**config.mk**
```make
export PLATFORM = sky130hd
export DESIGN_NAME = axi_lite_master_flat
export DESIGN_NICKNAME = d
export VERILOG_FILES = /design/src/rtl/axi_lite_pkg.sv /design/src/rtl/axi_lite_if.sv /design/src/rtl/axi_lite_watchdog.sv /design/src/rtl/axi_lite_master.sv /design/src/flat_wrapper.sv
export SDC_FILE = /design/constraint.sdc
export NUM_CORES = 1
export LEC_CHECK = 0
export ABC_CLOCK_PERIOD_IN_PS = 3150
export CORE_MARGIN = 2
export CORE_UTILIZATION = 45
export CTS_CLUSTER_DIAMETER = 30
export DETAILED_ROUTE_END_ITERATION = 10
export PLACE_DENSITY_LB_ADDON = 0.2
export SYNTH_ARGS = -nofsm -noshare
export SYNTH_HDL_FRONTEND = slang
export SYNTH_SLANG_ARGS = --single-unit
```
**constraint.sdc**
```tcl
create_clock -name clk -period 3.15 [get_ports clk]
set_input_delay 0.7875 -clock clk [delete_from_list [all_inputs] [get_ports clk]]
set_output_delay 0.7875 -clock clk [all_outputs]
set_load 0.03 [all_outputs]
```
**src/rtl/axi_lite_pkg.sv**
```systemverilog
// rtl/axi_lite_pkg.sv - shared types and constants for the AXI4-Lite initiator
package axi_lite_pkg;

  typedef enum logic [1:0] {
    OKAY   = 2'b00,
    EXOKAY = 2'b01,
    SLVERR = 2'b10,
    DECERR = 2'b11
  } axi_resp_e;

  typedef enum logic [2:0] {
    IDLE,
    WR_REQ,
    WR_RESP,
    RD_REQ,
    RD_DATA,
    RSP
  } mst_state_e;

  localparam logic [2:0] PROT_DEFAULT = 3'b000;

endpackage

```
**src/rtl/axi_lite_if.sv**
```systemverilog
// rtl/axi_lite_if.sv - AXI4-Lite bus bundle with master/slave views
interface axi_lite_if #(
  parameter int ADDR_WIDTH = 8,
  parameter int DATA_WIDTH = 32
);

  logic [ADDR_WIDTH-1:0]   awaddr;
  logic [2:0]              awprot;
  logic                    awvalid;
  logic                    awready;
  logic [DATA_WIDTH-1:0]   wdata;
  logic [DATA_WIDTH/8-1:0] wstrb;
  logic                    wvalid;
  logic                    wready;
  logic [1:0]              bresp;
  logic                    bvalid;
  logic                    bready;
  logic [ADDR_WIDTH-1:0]   araddr;
  logic [2:0]              arprot;
  logic                    arvalid;
  logic                    arready;
  logic [DATA_WIDTH-1:0]   rdata;
  logic [1:0]              rresp;
  logic                    rvalid;
  logic                    rready;

  modport master (
    output awaddr, awprot, awvalid, input awready,
    output wdata, wstrb, wvalid, input wready,
    input bresp, bvalid, output bready,
    output araddr, arprot, arvalid, input arready,
    input rdata, rresp, rvalid, output rready
  );

  modport slave (
    input awaddr, awprot, awvalid, output awready,
    input wdata, wstrb, wvalid, output wready,
    output bresp, bvalid, input bready,
    input araddr, arprot, arvalid, output arready,
    output rdata, rresp, rvalid, input rready
  );

endinterface

```
**src/rtl/axi_lite_watchdog.sv**
```systemverilog
// rtl/axi_lite_watchdog.sv - saturating stall counter with sticky timeout flag
module axi_lite_watchdog (
  input  logic        clk,
  input  logic        rst_n,
  input  logic        cnt_clr,
  input  logic        busy,
  input  logic        timeout_clr,
  input  logic [31:0] limit,
  output logic        timeout
);

  logic [31:0] cnt_q;
  logic        set_hit;

  // Widened compare so a saturated counter at the largest limit still reads as expired.
  assign set_hit = (limit != 32'd0) && busy &&
                   (({1'b0, cnt_q} + 33'd1) >= {1'b0, limit});

  // Count stalled cycles, holding at the limit instead of wrapping.
  always_ff @(posedge clk or negedge rst_n) begin
    if (!rst_n) begin
      cnt_q <= 32'd0;
    end else if (cnt_clr) begin
      cnt_q <= 32'd0;
    end else if (busy && (cnt_q < limit)) begin
      cnt_q <= cnt_q + 32'd1;
    end
  end

  // Sticky flag; a still-expired counter overrides a clear request.
  always_ff @(posedge clk or negedge rst_n) begin
    if (!rst_n) begin
      timeout <= 1'b0;
    end else if (set_hit) begin
      timeout <= 1'b1;
    end else if (timeout_clr) begin
      timeout <= 1'b0;
    end
  end

endmodule

```
**src/rtl/axi_lite_master.sv**
```systemverilog
// rtl/axi_lite_master.sv - single-outstanding AXI4-Lite initiator with watchdog
module axi_lite_master
  import axi_lite_pkg::*;
#(
  parameter int ADDR_WIDTH     = 8,
  parameter int DATA_WIDTH     = 32,
  parameter int TIMEOUT_CYCLES = 1024
) (
  input  logic                    clk,
  input  logic                    rst_n,
  input  logic                    cmd_valid,
  output logic                    cmd_ready,
  input  logic                    cmd_write,
  input  logic [ADDR_WIDTH-1:0]   cmd_addr,
  input  logic [DATA_WIDTH-1:0]   cmd_wdata,
  input  logic [DATA_WIDTH/8-1:0] cmd_wstrb,
  output logic                    rsp_valid,
  input  logic                    rsp_ready,
  output logic                    rsp_write,
  output logic [DATA_WIDTH-1:0]   rsp_rdata,
  output logic [1:0]              rsp_resp,
  output logic                    busy,
  output logic                    axi_timeout,
  input  logic                    timeout_clr,
  axi_lite_if.master              m_axi
);

  mst_state_e              state_q, state_d;
  logic                    aw_done_q, aw_done_d;
  logic                    w_done_q, w_done_d;
  logic                    alive_q;
  logic                    accept, cap_b, cap_r;
  logic                    wd_busy;
  logic [ADDR_WIDTH-1:0]   addr_q;
  logic [DATA_WIDTH-1:0]   wdata_q;
  logic [DATA_WIDTH/8-1:0] wstrb_q;
  logic [DATA_WIDTH-1:0]   rdata_q;
  axi_resp_e               resp_q;
  logic                    rsp_write_q;

  // alive_q keeps cmd_ready low while reset is held and for the first edge after it.
  assign cmd_ready = alive_q && (state_q == IDLE);
  assign busy      = (state_q != IDLE);
  assign rsp_valid = (state_q == RSP);
  assign rsp_write = rsp_write_q;
  assign rsp_rdata = rdata_q;
  assign rsp_resp  = resp_q;

  // Every bus output comes from state or a register, never from cmd_* directly.
  assign m_axi.awaddr  = addr_q;
  assign m_axi.awprot  = PROT_DEFAULT;
  assign m_axi.awvalid = (state_q == WR_REQ) && !aw_done_q;
  assign m_axi.wdata   = wdata_q;
  assign m_axi.wstrb   = wstrb_q;
  assign m_axi.wvalid  = (state_q == WR_REQ) && !w_done_q;
  assign m_axi.bready  = (state_q == WR_RESP);
  assign m_axi.araddr  = addr_q;
  assign m_axi.arprot  = PROT_DEFAULT;
  assign m_axi.arvalid = (state_q == RD_REQ);
  assign m_axi.rready  = (state_q == RD_DATA);

  // Next-state and capture strobes; AW and W are tracked independently.
  always_comb begin
    state_d   = state_q;
    aw_done_d = aw_done_q;
    w_done_d  = w_done_q;
    accept    = 1'b0;
    cap_b     = 1'b0;
    cap_r     = 1'b0;
    case (state_q)
      IDLE: begin
        if (cmd_valid && cmd_ready) begin
          accept    = 1'b1;
          aw_done_d = 1'b0;
          w_done_d  = 1'b0;
          state_d   = cmd_write ? WR_REQ : RD_REQ;
        end
      end
      WR_REQ: begin
        aw_done_d = aw_done_q | m_axi.awready;
        w_done_d  = w_done_q | m_axi.wready;
        if (aw_done_d && w_done_d) begin
          state_d = WR_RESP;
        end
      end
      WR_RESP: begin
        if (m_axi.bvalid) begin
          cap_b   = 1'b1;
          state_d = RSP;
        end
      end
      RD_REQ: begin
        if (m_axi.arready) begin
          state_d = RD_DATA;
        end
      end
      RD_DATA: begin
        if (m_axi.rvalid) begin
          cap_r   = 1'b1;
          state_d = RSP;
        end
      end
      RSP: begin
        if (rsp_ready) begin
          state_d = IDLE;
        end
      end
      default: state_d = IDLE;
    endcase
  end

  // FSM state and handshake bookkeeping.
  always_ff @(posedge clk or negedge rst_n) begin
    if (!rst_n) begin
      state_q   <= IDLE;
      aw_done_q <= 1'b0;
      w_done_q  <= 1'b0;
      alive_q   <= 1'b0;
    end else begin
      state_q   <= state_d;
      aw_done_q <= aw_done_d;
      w_done_q  <= w_done_d;
      alive_q   <= 1'b1;
    end
  end

  // Command latch and response capture.
  always_ff @(posedge clk or negedge rst_n) begin
    if (!rst_n) begin
      addr_q      <= '0;
      wdata_q     <= '0;
      wstrb_q     <= '0;
      rdata_q     <= '0;
      resp_q      <= OKAY;
      rsp_write_q <= 1'b0;
    end else begin
      if (accept) begin
        addr_q  <= cmd_addr;
        wdata_q <= cmd_wdata;
        wstrb_q <= cmd_wstrb;
      end
      if (cap_b) begin
        rdata_q     <= '0;
        resp_q      <= axi_resp_e'(m_axi.bresp);
        rsp_write_q <= 1'b1;
      end else if (cap_r) begin
        rdata_q     <= m_axi.rdata;
        resp_q      <= axi_resp_e'(m_axi.rresp);
        rsp_write_q <= 1'b0;
      end
    end
  end

  // Waiting on the requester in RSP is not a slave stall.
  assign wd_busy = busy && (state_q != RSP);

  axi_lite_watchdog u_watchdog (
    .clk         (clk),
    .rst_n       (rst_n),
    .cnt_clr     (accept),
    .busy        (wd_busy),
    .timeout_clr (timeout_clr),
    .limit       (32'(TIMEOUT_CYCLES)),
    .timeout     (axi_timeout)
  );

endmodule

```
**src/flat_wrapper.sv**
```systemverilog
// flat-port wrapper written by rule: the top's interface ports become plain ports
module axi_lite_master_flat import axi_lite_pkg::*;
#(
  parameter int ADDR_WIDTH     = 8,
  parameter int DATA_WIDTH     = 32,
  parameter int TIMEOUT_CYCLES = 1024
)
  (clk, rst_n, cmd_valid, cmd_ready, cmd_write, cmd_addr, cmd_wdata, cmd_wstrb, rsp_valid, rsp_ready, rsp_write, rsp_rdata, rsp_resp, busy, axi_timeout, timeout_clr, m_axi_awaddr, m_axi_awprot, m_axi_awvalid, m_axi_awready, m_axi_wdata, m_axi_wstrb, m_axi_wvalid, m_axi_wready, m_axi_bresp, m_axi_bvalid, m_axi_bready, m_axi_araddr, m_axi_arprot, m_axi_arvalid, m_axi_arready, m_axi_rdata, m_axi_rresp, m_axi_rvalid, m_axi_rready);
  axi_lite_if #(.ADDR_WIDTH(ADDR_WIDTH), .DATA_WIDTH(DATA_WIDTH)) m_axi_i ();
  input  logic clk;
  input  logic rst_n;
  input  logic cmd_valid;
  output logic cmd_ready;
  input  logic cmd_write;
  input  logic [ADDR_WIDTH-1:0] cmd_addr;
  input  logic [DATA_WIDTH-1:0] cmd_wdata;
  input  logic [DATA_WIDTH/8-1:0] cmd_wstrb;
  output logic rsp_valid;
  input  logic rsp_ready;
  output logic rsp_write;
  output logic [DATA_WIDTH-1:0] rsp_rdata;
  output logic [1:0] rsp_resp;
  output logic busy;
  output logic axi_timeout;
  input  logic timeout_clr;
  output wire logic [$bits(m_axi_i.awaddr)-1:0] m_axi_awaddr;
  output wire logic [$bits(m_axi_i.awprot)-1:0] m_axi_awprot;
  output wire logic [$bits(m_axi_i.awvalid)-1:0] m_axi_awvalid;
  input wire logic [$bits(m_axi_i.awready)-1:0] m_axi_awready;
  output wire logic [$bits(m_axi_i.wdata)-1:0] m_axi_wdata;
  output wire logic [$bits(m_axi_i.wstrb)-1:0] m_axi_wstrb;
  output wire logic [$bits(m_axi_i.wvalid)-1:0] m_axi_wvalid;
  input wire logic [$bits(m_axi_i.wready)-1:0] m_axi_wready;
  input wire logic [$bits(m_axi_i.bresp)-1:0] m_axi_bresp;
  input wire logic [$bits(m_axi_i.bvalid)-1:0] m_axi_bvalid;
  output wire logic [$bits(m_axi_i.bready)-1:0] m_axi_bready;
  output wire logic [$bits(m_axi_i.araddr)-1:0] m_axi_araddr;
  output wire logic [$bits(m_axi_i.arprot)-1:0] m_axi_arprot;
  output wire logic [$bits(m_axi_i.arvalid)-1:0] m_axi_arvalid;
  input wire logic [$bits(m_axi_i.arready)-1:0] m_axi_arready;
  input wire logic [$bits(m_axi_i.rdata)-1:0] m_axi_rdata;
  input wire logic [$bits(m_axi_i.rresp)-1:0] m_axi_rresp;
  input wire logic [$bits(m_axi_i.rvalid)-1:0] m_axi_rvalid;
  output wire logic [$bits(m_axi_i.rready)-1:0] m_axi_rready;
  assign m_axi_awaddr = m_axi_i.awaddr;
  assign m_axi_awprot = m_axi_i.awprot;
  assign m_axi_awvalid = m_axi_i.awvalid;
  assign m_axi_i.awready = m_axi_awready;
  assign m_axi_wdata = m_axi_i.wdata;
  assign m_axi_wstrb = m_axi_i.wstrb;
  assign m_axi_wvalid = m_axi_i.wvalid;
  assign m_axi_i.wready = m_axi_wready;
  assign m_axi_i.bresp = m_axi_bresp;
  assign m_axi_i.bvalid = m_axi_bvalid;
  assign m_axi_bready = m_axi_i.bready;
  assign m_axi_araddr = m_axi_i.araddr;
  assign m_axi_arprot = m_axi_i.arprot;
  assign m_axi_arvalid = m_axi_i.arvalid;
  assign m_axi_i.arready = m_axi_arready;
  assign m_axi_i.rdata = m_axi_rdata;
  assign m_axi_i.rresp = m_axi_rresp;
  assign m_axi_i.rvalid = m_axi_rvalid;
  assign m_axi_rready = m_axi_i.rready;
  axi_lite_master #(.ADDR_WIDTH(ADDR_WIDTH), .DATA_WIDTH(DATA_WIDTH), .TIMEOUT_CYCLES(TIMEOUT_CYCLES)) u_core (.clk(clk), .rst_n(rst_n), .cmd_valid(cmd_valid), .cmd_ready(cmd_ready), .cmd_write(cmd_write), .cmd_addr(cmd_addr), .cmd_wdata(cmd_wdata), .cmd_wstrb(cmd_wstrb), .rsp_valid(rsp_valid), .rsp_ready(rsp_ready), .rsp_write(rsp_write), .rsp_rdata(rsp_rdata), .rsp_resp(rsp_resp), .busy(busy), .axi_timeout(axi_timeout), .timeout_clr(timeout_clr), .m_axi(m_axi_i));
endmodule
```
==> impl_metrics.tcl <==
set metrics [dict create \
    synth_seq_area_share_pct 55.7 \
    post-place-ws_ps 583 \
    critical_path.slowest_cell "sky130_fd_sc_hd__clkdlybuf4s50_1" \
    fin_cells 875 \
    rsz0062_at_grt "false" \
    die_width_um 113 \
    gr-usage-met3_pct 10.9 \
    cts_max_path_buffers 2 \
    final.min_clock_period_ps 2970 \
    setup_ws_final_ps 182 \
    cts_resized 0 \
    worst_setup_path_start_kind "register" \
    rows 39 \
    critPathRequiredTime_ps 2360 \
    dieArea_mm2 0.0127 \
    net_switching_share_of_the_total_power_pct 40.0 \
    num-fill-cells 901 \
    timing.setup.tns_ps 0 \
    avgViaCountPerCell 5.28 \
    power_frac_seq_pct 30.4 \
    cts_made_buffers 17 \
    async_reset_ff_share_pct 100 \
    critical_path_peak_fanout 13 \
    numClockSinks 118 \
    synth-edff-count 0 \
    maxClockFrequency_mhz 337 \
    yosys_warnings 0 \
    antenna_violating_nets_post_route 0 \
    starting_density_of_the_core_pct 46.3 \
    h-tree-depth 4 \
    clock_network_fraction_of_total_power_pct 24.3 \
    critical_path_class "reg -> out" \
    p_int_mw 4.81 \
    setup.worst_path.end_class "output pin" \
    clock_insertion_delay_worst_skew_ps 410 \
    crit_chain "nor3_1 > and2_1 > clkdlybuf4s50_1" \
    synthDistinctLibCells 59 \
    finClkSkew_ps 8.25 \
    vias_post_dr 4621 \
    num_io_pins 193 \
    worstMarginPinSlew_ps 701 \
    synthDominantCellAreaShare_pct 55.7 \
    nNetsFinal 811 \
    grt_busiest_layer "met2" \
    placed_cells 843 \
    drv_slew 0 \
    antenna_cells_inserted 0 \
    place_congestion 0.832 \
    hold_ws_ps 365 \
    grt_pass1_vias 4793 \
    global_route.overflow_total 0 \
    core_area_mm2 0.0115 \
    critPathMaxStageDelay_ps 710 \
    finalSetupViolations 0 \
    detail_route.wirelength_um 14500 \
    syn2layout_area_growth_pct 47.8 \
    grt_first_pass_wirelength_um 23700 \
    synth_seq_cells 118 \
    grtUsageMet2_pct 38.0 \
    timing.final.crit_share_pct 94.2 \
    final_core_util_pct 68.4 \
    clock-root-buffer "sky130_fd_sc_hd__clkbuf_16" \
    grt_max_degree 59 \
    postLayoutCellArea_mm2 0.00784 \
    yosys.area.top_type "sky130_fd_sc_hd__dfrtp_1" \
    critical_path.top_delay_family "buffers and inverters" \
    ratio_of_cells_with_drive_above_1_in_the_final_layout_pct 8.74 \
    syn_area_per_cell_um2 9.79 \
    hold_violations 0 \
    post-route-drc-count 0 \
    number_of_buffers_inserted_by_post_cts_setup_repair 0 \
    port_buffers 186 \
    detailed_place_hpwl_um 10200 \
    tritoncts_clock_tree "built" \
    critPathBufInv 1 \
    synth.cell_area_mm2 0.00530 \
    cp_data_arrival_time_ps 2180 \
    hold_path_class "in -> async" \
    pwr-share-comb_pct 45.2 \
    synthFlopType "sky130_fd_sc_hd__dfrtp_1" \
    initialDrtViolationCount 264 \
    avgRoutedWirePerCell_um 16.6 \
    cellLeakagePower_nw 3.73 \
    power_mw 8.01 \
    timing.reg2reg.setup_slack_ps 700 \
    run_status "finished, final reports clean" \
    place_area_mm2 0.00724 \
    grtUsageMet1_pct 27.8 \
    cap_violations 0 \
    vdd.ir_drop.worst_uv 767 \
    power_per_standard_cell_area_mw_per_mm2 1020 \
    postCtsHoldBufs 0 \
    die_h_um 113 \
    grt.total_usage_pct 23.6 \
    power_switching_mw 3.20 \
    netlist_instances 542 \
    post_synth_main_area_contributors "sky130_fd_sc_hd__dfrtp_1 56%, sky130_fd_sc_hd__nand2_1 11%, sky130_fd_sc_hd__a22o_1 5.4%, sky130_fd_sc_hd__and3_1 2.6%, sky130_fd_sc_hd__buf_4 2.1%" \
    first_pass_iters 4 \
    timing.slew.headroom_pct 53.3 \
    clkTransAtPathRegs_ps 50 \
    grt_antenna_before_repair 0 \
]
logic make-up after synthesis:
logic type | count (synthesis) | synth area share, %
simple gates | 270 | 24.4
flops | 118 | 55.7
compound gates | 82 | 11.9
buf+inv | 56 | 5.26
mux | 8 | 1.56
xor+xnor | 5 | 0.826
other cells | 2 | 0.142
fa+ha+maj | 1 | 0.236
cell usage after synthesis, types with 7 or more instances:
| cell | n |
|---|---|
| sky130_fd_sc_hd__nor2_1 | 21 |
| sky130_fd_sc_hd__nand3_1 | 11 |
| sky130_fd_sc_hd__nand2_1 | 153 |
| sky130_fd_sc_hd__nor2b_1 | 8 |
| sky130_fd_sc_hd__dfrtp_1 | 118 |
| sky130_fd_sc_hd__nor3_1 | 11 |
| sky130_fd_sc_hd__a22o_1 | 33 |
| sky130_fd_sc_hd__buf_4 | 15 |
| sky130_fd_sc_hd__inv_1 | 12 |
| sky130_fd_sc_hd__o21ai_0 | 12 |
| sky130_fd_sc_hd__nor4_1 | 7 |
| sky130_fd_sc_hd__nand4_1 | 7 |
| sky130_fd_sc_hd__clkbuf_1 | 23 |
| sky130_fd_sc_hd__and3_1 | 22 |
flip-flops by register name, indices dropped and copies added (netlist names), 2 cells and up:
signal and flops:
u_core.m_axi.araddr 8, u_core.m_axi.wdata 32, u_core.m_axi.wstrb 4, u_core.rsp_rdata 32, u_core.rsp_resp 2, u_core.state_q 3
u_core.u_watchdog.cnt_q 32
final timing paths:
kind | start | to | depth (start not counted)
setup reg to reg | u_core.u_watchdog.cnt_q[0]$_DFFE_PN0P_ | u_core.u_watchdog.timeout$_DFFE_PN0P_ | 8
min in group clk | u_core.m_axi.wdata[2]$_DFFE_PN0P_ | u_core.m_axi.wdata[2]$_DFFE_PN0P_ | 2
hold reg to reg | u_core.m_axi.wdata[2]$_DFFE_PN0P_ | u_core.m_axi.wdata[2]$_DFFE_PN0P_ | 2
setup / recovery | u_core.state_q[0]$_DFFE_PN0P_ | cmd_ready | 3
hold / removal | rst_n | u_core.u_watchdog.cnt_q[3]$_DFFE_PN0P_ | 1
max in group asynchronous | rst_n | u_core.u_watchdog.cnt_q[14]$_DFFE_PN0P_ | 2
final cells by class:
type	instances	area [um^2]	area share, %
Clock buffer	21	450	5.75
Clock inverter	11	149	1.90
Inverter	12	45.0	0.575
Multi-Input combinational cell	373	2100	26.7
Sequential cell	118	2950	37.7
Tap cell	143	179	2.28
Timing Repair Buffer	197	1970	25.1
layout by cell type (no fill, tap or decap), drive strengths merged, types with 3 or more instances in the layout:
master and count:
o31ai 6, nor4 8, dfrtp 118, conb 7, nand2 154, and3 25
a31oi 4, xor2 3, bufinv 3, mux2i 6, clkinvlp 3, clkinv 3
a22o 33, nand4 10, or3 4, nor2 22, inv 14, o21ai 12
nor3 11, clkbuf 21, and2 5, nand3 13, buf 12, a21oi 6
nor2b 8, clkdlybuf4s50 185
power groups by stage:
stage                     clock (mW)  combinational (mW)  sequential (mW)
after CTS                       1.98                3.66             2.44
after detailed placement           0                3.64             2.43
final                           1.95                3.63             2.44
after global placement             0                3.58             2.43
after floorplan                    0                1.22             3.33
after global routing            2.06                3.87             2.51
layer usage:
metal / routed length [um] / share of wire (%)
met5: 0 / 0
met1: 5680 / 39
met3: 1290 / 8.9
met2: 7200 / 50
met4: 342 / 2.4
Note: power is estimated with default switching activity, not from simulation.
